==> src/rtl/calc_operand_loader.sv <==
// calc_operand_loader
// Streams two operand vectors (A1 then A2) of N_LANES signed 16-bit lanes
// from a valid/ready element stream. It then issues a one-cycle sum or
// multiply command to the calculator, waits WAIT_CYCLES cycles and pulses
// done.
//
// Ports
//   clk       : single clock, all state updates on posedge
//   rst       : asynchronous active-high reset
//   start     : request a new load, sampled only in IDLE
//   op_sel    : 0 = sum, 1 = multiply, latched together with start
//   clear     : synchronous abort to IDLE; highest priority after rst
//   in_valid  : in_data carries a valid element
//   in_data   : opaque signed 16-bit element
//   in_ready  : element accepted this cycle (LOAD_A / LOAD_B only)
//   A1, A2    : operand vectors, lane i at [16*i +: 16]
//   sum       : one-cycle sum command (ISSUE state)
//   multiply  : one-cycle multiply command (ISSUE state)
//   busy      : high in every state except IDLE
//   done      : one-cycle pulse, calculator results valid
module calc_operand_loader #(
  parameter int unsigned N_LANES     = 32,  // 1..32
  parameter int unsigned WAIT_CYCLES = 1    // 1..15
) (
  input  logic                  clk,
  input  logic                  rst,
  input  logic                  start,
  input  logic                  op_sel,
  input  logic                  clear,
  input  logic                  in_valid,
  input  logic [15:0]           in_data,
  output logic                  in_ready,
  output logic [N_LANES*16-1:0] A1,
  output logic [N_LANES*16-1:0] A2,
  output logic                  sum,
  output logic                  multiply,
  output logic                  busy,
  output logic                  done
);

  localparam int unsigned LANE_W = 16;
  localparam int unsigned IDX_W  = 5;
  localparam int unsigned WCNT_W = 4;

  localparam logic [IDX_W-1:0]  LAST_IDX  = IDX_W'(N_LANES - 1);
  localparam logic [WCNT_W-1:0] LAST_WAIT = WCNT_W'(WAIT_CYCLES - 1);

  typedef enum logic [2:0] {
    ST_IDLE,
    ST_LOAD_A,
    ST_LOAD_B,
    ST_ISSUE,
    ST_WAIT,
    ST_DONE
  } state_t;

  state_t              r_state;
  logic [IDX_W-1:0]    r_idx;
  logic [WCNT_W-1:0]   r_wcnt;
  logic                r_op;

  logic                w_last;

  // Ready is a pure decode of the state register.
  assign in_ready = (r_state == ST_LOAD_A) || (r_state == ST_LOAD_B);
  assign w_last   = (r_idx == LAST_IDX);

  // Control FSM, lane writes and registered command/status outputs.
  always_ff @(posedge clk or posedge rst) begin
    if (rst) begin
      r_state  <= ST_IDLE;
      r_idx    <= '0;
      r_wcnt   <= '0;
      r_op     <= 1'b0;
      A1       <= '0;
      A2       <= '0;
      sum      <= 1'b0;
      multiply <= 1'b0;
      busy     <= 1'b0;
      done     <= 1'b0;
    end else if (clear) begin
      // Abort: vectors keep their contents, a coincident transfer is dropped.
      r_state  <= ST_IDLE;
      r_idx    <= '0;
      r_wcnt   <= '0;
      sum      <= 1'b0;
      multiply <= 1'b0;
      busy     <= 1'b0;
      done     <= 1'b0;
    end else begin
      sum      <= 1'b0;
      multiply <= 1'b0;
      done     <= 1'b0;
      unique case (r_state)
        ST_IDLE: begin
          if (start) begin
            r_op    <= op_sel;
            r_idx   <= '0;
            r_state <= ST_LOAD_A;
            busy    <= 1'b1;
          end
        end
        ST_LOAD_A: begin
          if (in_valid) begin
            for (int unsigned i = 0; i < N_LANES; i++) begin
              if (r_idx == IDX_W'(i)) A1[i*LANE_W +: LANE_W] <= in_data;
            end
            if (w_last) begin
              r_idx   <= '0;
              r_state <= ST_LOAD_B;
            end else begin
              r_idx <= r_idx + 1'b1;
            end
          end
        end
        ST_LOAD_B: begin
          if (in_valid) begin
            for (int unsigned i = 0; i < N_LANES; i++) begin
              if (r_idx == IDX_W'(i)) A2[i*LANE_W +: LANE_W] <= in_data;
            end
            if (w_last) begin
              // Command is registered so it is high exactly during ISSUE.
              r_idx    <= '0;
              r_state  <= ST_ISSUE;
              sum      <= ~r_op;
              multiply <= r_op;
            end else begin
              r_idx <= r_idx + 1'b1;
            end
          end
        end
        ST_ISSUE: begin
          r_wcnt  <= '0;
          r_state <= ST_WAIT;
        end
        ST_WAIT: begin
          if (r_wcnt == LAST_WAIT) begin
            r_state <= ST_DONE;
            done    <= 1'b1;
          end else begin
            r_wcnt <= r_wcnt + 1'b1;
          end
        end
        ST_DONE: begin
          r_state <= ST_IDLE;
          busy    <= 1'b0;
        end
        default: begin
          r_state <= ST_IDLE;
          busy    <= 1'b0;
        end
      endcase
    end
  end

endmodule

==> config.mk <==
export PLATFORM = sky130hd
export DESIGN_NAME = calc_operand_loader
export DESIGN_NICKNAME = d
export VERILOG_FILES = /design/src/rtl/calc_operand_loader.sv
export SDC_FILE = /design/constraint.sdc
export NUM_CORES = 2
export LEC_CHECK = 0
export CORE_AREA = 2 2 409 411
export DETAILED_ROUTE_END_ITERATION = 6
export DIE_AREA = 0 0 411 413
export PLACE_DENSITY_LB_ADDON = 0.08
export SLEW_MARGIN = 20
export SYNTH_ARGS = -nofsm -noshare
export SYNTH_HDL_FRONTEND = slang
export SYNTH_SLANG_ARGS = --single-unit
export TNS_END_PERCENT = 100
==> constraint.sdc <==
create_clock -name clk -period 33.9 [get_ports clk]
set_input_delay 3.39 -clock clk [delete_from_list [all_inputs] [get_ports clk]]
set_output_delay 3.39 -clock clk [all_outputs]
set_load 0.02 [all_outputs]
Word-level counts from Yosys, hierarchy flattened

Index checks and enable logic that the tools add are counted.

Add/subtract/negate cells: 2
Eq/ne operators: 44
Muxes and demuxes: 30
Bitwise operators: 2
Reductions and logical operators: 77

Operator list:

| operator                                            | count |
|---|---|
| AND reduction 4 bit                                 | 64 |
| equality test 5 bit, second input constant          | 16 |
| equality test 5 x 4 -> 1 bit, second input constant | 8 |
| 2-to-1 mux 3 bit                                    | 7 |
| != test 3 bit, second input constant                | 7 |
| equality test 5 x 3 -> 1 bit, second input constant | 4 |
| 2-to-1 mux 5 bit                                    | 4 |
| case mux 3 bit (5 select lines)                     | 1 |
| 2-to-1 mux 1 bit                                    | 13 |
| equality test 5 x 2 -> 1 bit, second input constant | 2 |
| case mux 5 bit (2 select lines)                     | 1 |
| 2-to-1 mux 4 bit                                    | 2 |
| case mux 4 bit (2 select lines)                     | 1 |
| equality test 3 x 2 -> 1 bit, second input constant | 2 |
| AND reduction 3 bit                                 | 2 |
| AND reduction 6 bit                                 | 1 |
| nonzero test 3 bit                                  | 2 |
| adder 5 x 1 -> 5 bit, second input constant         | 1 |
| equality test 5 x 1 -> 1 bit, second input constant | 1 |
| logical NOT 5 bit                                   | 1 |
| adder 4 x 1 -> 4 bit, second input constant         | 1 |
| logical NOT 4 bit                                   | 1 |
| AND reduction 2 bit                                 | 2 |
| OR reduction 4 bit                                  | 1 |
| other kinds (9)                                     | 10 |

Register bits: 1041
Bits of input ports: 22
Output and inout bits: 1029
Word-level logic and storage cells: 227

Logic depth before layout (Yosys ltp)

Depth in word-level cells: 5
Depth in mapped cells: 8
Depth with buffers taken out: 7

Worst setup path after synthesis

Ideal clock, no wire load.

Kind: input to register
Start point: input clear
End point: register A1[368]
Arrival: 4.847 ns
Required time: 33.775 ns
Setup slack: 28.928 ns
Stages: 6
Path buffers: 2
Path through: nand3b_2 nor4_4 buf_8 nand2_4 buf_6 mux2_4

Cells in the longest elaborated chain, start to end: 2

RTL lines:

| element                              | line | source |
|---|---|---|
| start: declaration                   | 29   | `input logic clear,` |
| NOT 1 bit (no source line)           | n/a  |  |
| AND reduction 4 bit (no source line) | n/a  |  |
| end signal: indexed assignment       | 106  | `if (r_idx == IDX_W'(i)) A1[i*LANE_W +: LANE_W] <= in_data;` |
| end: declaration                     | 33   | `output logic [N_LANES*16-1:0] A1,` |

Every way passes these cells.
A chain may end at the register's enable or synchronous reset.

==> results.sh <==
export IMPL_fin_tns_setup_ns=0
export IMPL_netlist_top_cells_count="dfrtp_1, mux2_2, clkbuf_1"
export IMPL_core_sq_um=165900
export IMPL_cp_max_fo=122
export IMPL_synth_area_mux_share_pct=29.75
export IMPL_swShare_pct=23.75
export IMPL_dp_slack_ns=25.56
export IMPL_cp_buffers_inverters=7
export IMPL_cts_hold_buf=0
export IMPL_placed_cell_area_sq_um=52650
export IMPL_initial_core_util_pct=24.17
export IMPL_powerDensity_nw_per_um2=50.00
export IMPL_port_buffer_count=1050
export IMPL_cts_buffer_depth=3
export IMPL_hp_class="flop to flop"
export IMPL_routabilityCongestion=0.7089
export IMPL_cpMostUsedCell="buf_4"
export IMPL_leakagePower_nw=27.65
export IMPL_synth_top_family_by_area="multiplexers"
export IMPL_yosys_area_share_xor_xnor_pct=0.04368
export IMPL_synth_edff_count=0
export IMPL_synthCells=2444
export IMPL_vias_per_cell=4.287
export IMPL_worstMarginPinSlew_ns=1.075
export IMPL_relSlewSlack_pct=27.89
export IMPL_internal_power_mw=2.177
export IMPL_status="finished clean"
export IMPL_gr_usage_all_layers_pct=19.52
export IMPL_crit_chain="clkdlybuf4s50_1, inv_8, buf_12, buf_4, buf_4, buf_4, buf_4"
export IMPL_wl_per_cell_um=29.30
export IMPL_syn2layout_area_growth_pct=42.40
export IMPL_stdcell_count=5778
export IMPL_p_sw_mw=0.6783
export IMPL_insertion_delay_ns=0.76
export IMPL_htree_levels=4
export IMPL_routed_wl_um=169300
export IMPL_die_y_um=413
export IMPL_yosys_warnings=0
export IMPL_ir_worst_vdd_mv=0.04726
export IMPL_synth_avg_cell_area_sq_um=16.41
export IMPL_drtAntennaViolNets=0
export IMPL_rows=150
export IMPL_die_area_sq_um=169700
export IMPL_endpoint_kind="async pin"
export IMPL_setup_ws_ns=26.64
export IMPL_cp_start_kind="input port"
export IMPL_combPwrFrac_pct=5.1
export IMPL_cts_resized=0
export IMPL_p_seq_share_pct=44.5
export IMPL_grt_max_degree=123
export IMPL_synth_main_ff_cell="dfrtp_1"
export IMPL_synthTopCellsByArea="dfrtp_1, mux2_2, mux2_4"
export IMPL_synth_compound_area_share_pct=0.2839
export IMPL_vias=24771
export IMPL_hpwl_um=114900
export IMPL_finalInstanceArea_sq_um=57100
export IMPL_cap_violations=0
export IMPL_drive_gt1_share_pct=34.63
export IMPL_post_synth_num_cell_types=45
export IMPL_cts_setup_buffers=0
export IMPL_clock_sinks=1041
export IMPL_cp_arrival_ns=8.02
export IMPL_firstDrtPassIters=5
export IMPL_gr_total_overflow=0
export IMPL_die_x_um=411
export IMPL_slowest_delay_ns=0.81
export IMPL_period_minus_slack_ns=7.263
export IMPL_tritoncts="yes"
export IMPL_p_clk_share_pct=50.5
export IMPL_final_setup_viol_count=0
export IMPL_syn_area_sq_um=40100
export IMPL_numCtsBuffers=134
export IMPL_cts_root_buf="clkbuf_16"
export IMPL_clkSlewWorstSetupHoldPaths_ns=0.05
export IMPL_fin_nets=3497
export IMPL_drv_slew=0
export IMPL_fin_crit_sh_pct=21.43
export IMPL_yosys_area_share_simple_pct=2.103
export IMPL_synth_largest_area_cell="dfrtp_1"
export IMPL_cp_required_ns=34.66
export IMPL_fillCellCount=16381
export IMPL_rsz0062_at_grt="no"
export IMPL_drtIter0Drc=1122
export IMPL_ys_async_sr_fraction_pct=100.0
export IMPL_synth_top_area_share_pct=64.96
export IMPL_antenna_found_initial=14
export IMPL_hold_violations=0
export IMPL_syn_nets=2475
export IMPL_slowest_stage="buf_4"
export IMPL_worstSetupPathType="input port to async pin"
export IMPL_placed_cells=5534
export IMPL_fmax_mhz=137.7
export IMPL_top_level_ports=1051
export IMPL_cpLargestDelayFamily="buffers and inverters"
export IMPL_yosys_register_bits=1041
export IMPL_grt_pass1_wl_um=229400
export IMPL_finalClockSkew_ns=0.02901
export IMPL_yosysSeqAreaShare_pct=64.96
export IMPL_yosysMostFrequentCell="dfrtp_1"
export IMPL_synth_fa_ha_area_share_pct=0.2808
export IMPL_grt_pass1_vias=25807
export IMPL_drc=0
==> cell type report <==
class	instances	area (sq um)	area share, %
clock buffers	203	4000	7.005
repair buffers	1090	10790	18.90
flip-flops and latches	1041	26050	45.62
inverters	8	37.54	0.06573
clock inverters	30	416.7	0.7296
diodes	11	27.53	0.04820
multi-input cells	1191	13020	22.81
well taps	2204	2758	4.829
==> metrics by stage <==
stage                     power, mW  hold WS [ns]  utilization (%)
after global routing          2.972        0.5055            34.40
after CTS                     2.915        0.4927            34.40
after detailed placement      1.443        0.4800            31.73
after global placement        1.443        0.4725            31.73
after floorplan               1.362        0.4121                -
final                         2.855        0.4870            34.42
==> worst register-to-register path, stage by stage (launching register included) <==
cell and delay [ns]:
dfrtp_1 0.73, and2b_1 0.29, and4_1 0.76, nand2_1 0.88, mux2_2 0.55
==> metal layers <==
metal / track usage [%] / share of wire, %
met2: 32.20 / 48
met4: 6.581 / 3.2
met5: 0 / 0.014
met3: 7.022 / 8.1
met1: 23.52 / 40
==> worst paths after layout <==
check | start | to | slack (ns) | depth (start not counted)
max in group clk | r_state[1] | in_ready | 27.95 | 3
worst min register to register | A1[56] | A1[56] | 0.49 | 1
worst max register to register | r_state[1] | A2[278] | 30.55 | 4
worst max-delay path | rst | A1[368] | 26.64 | 7
worst min-delay path | A1[56] | A1[56] | 0.49 | 1
min in group asynchronous | rst | A2[386] | 3.14 | 2
==> cell usage in the layout, fill, tap and decap left out, types with 2 or more instances in the layout <==
| cell | n |
|---|---|
| nand2b_1 | 2 |
| clkinv_8 | 3 |
| mux2_1 | 100 |
| mux2_2 | 826 |
| ha_1 | 9 |
| and4_1 | 2 |
| buf_6 | 2 |
| clkbuf_1 | 37 |
| clkinv_2 | 13 |
| nor2_1 | 12 |
| and2_1 | 11 |
| nor2b_1 | 3 |
| a211oi_1 | 2 |
| clkdlybuf4s50_1 | 1034 |
| nand2_2 | 38 |
| clkbuf_8 | 26 |
| buf_4 | 53 |
| dfrtp_1 | 1041 |
| clkbuf_16 | 140 |
| inv_1 | 7 |
| inv_6 | 4 |
| diode_2 | 11 |
| o21ai_0 | 9 |
| or3b_2 | 2 |
| nor3_1 | 4 |
| nand2_4 | 10 |
| mux2_4 | 100 |
| nor4_4 | 2 |
| nand3_1 | 6 |
| a21oi_1 | 3 |
| and3_1 | 6 |
| nor3b_1 | 2 |
| bufinv_16 | 8 |
| nand2_1 | 26 |
==> flip-flops by register name (all words and copies together) (netlist names) <==
register  count
busy          1
r_state       3
A1          512
A2          512
sum           1
r_idx         5
r_wcnt        4
multiply      1
r_op          1
done          1
==> logic make-up (layout without fill, tap and decap cells) <==
logic type,after synthesis,after routing
buf+inv,212,1331
compound gates,19,19
xor+xnor,2,2
flops,1041,1041
mux,1026,1026
other cells,0,11
simple gates,135,135
fa+ha+maj,9,9
==> power groups by stage <==
| stage | Clock (mW) | Combinational [mW] | Sequential, mW |
|---|---|---|---|
| floorplan | 0 | 0.0500 | 1.31 |
| CTS | 1.49 | 0.152 | 1.27 |
| finish | 1.44 | 0.145 | 1.27 |
| global placement | 0 | 0.152 | 1.29 |
| global route | 1.54 | 0.158 | 1.27 |
| detailed placement | 0 | 0.152 | 1.29 |
No activity file was read; power rests on OpenSTA's default activity.
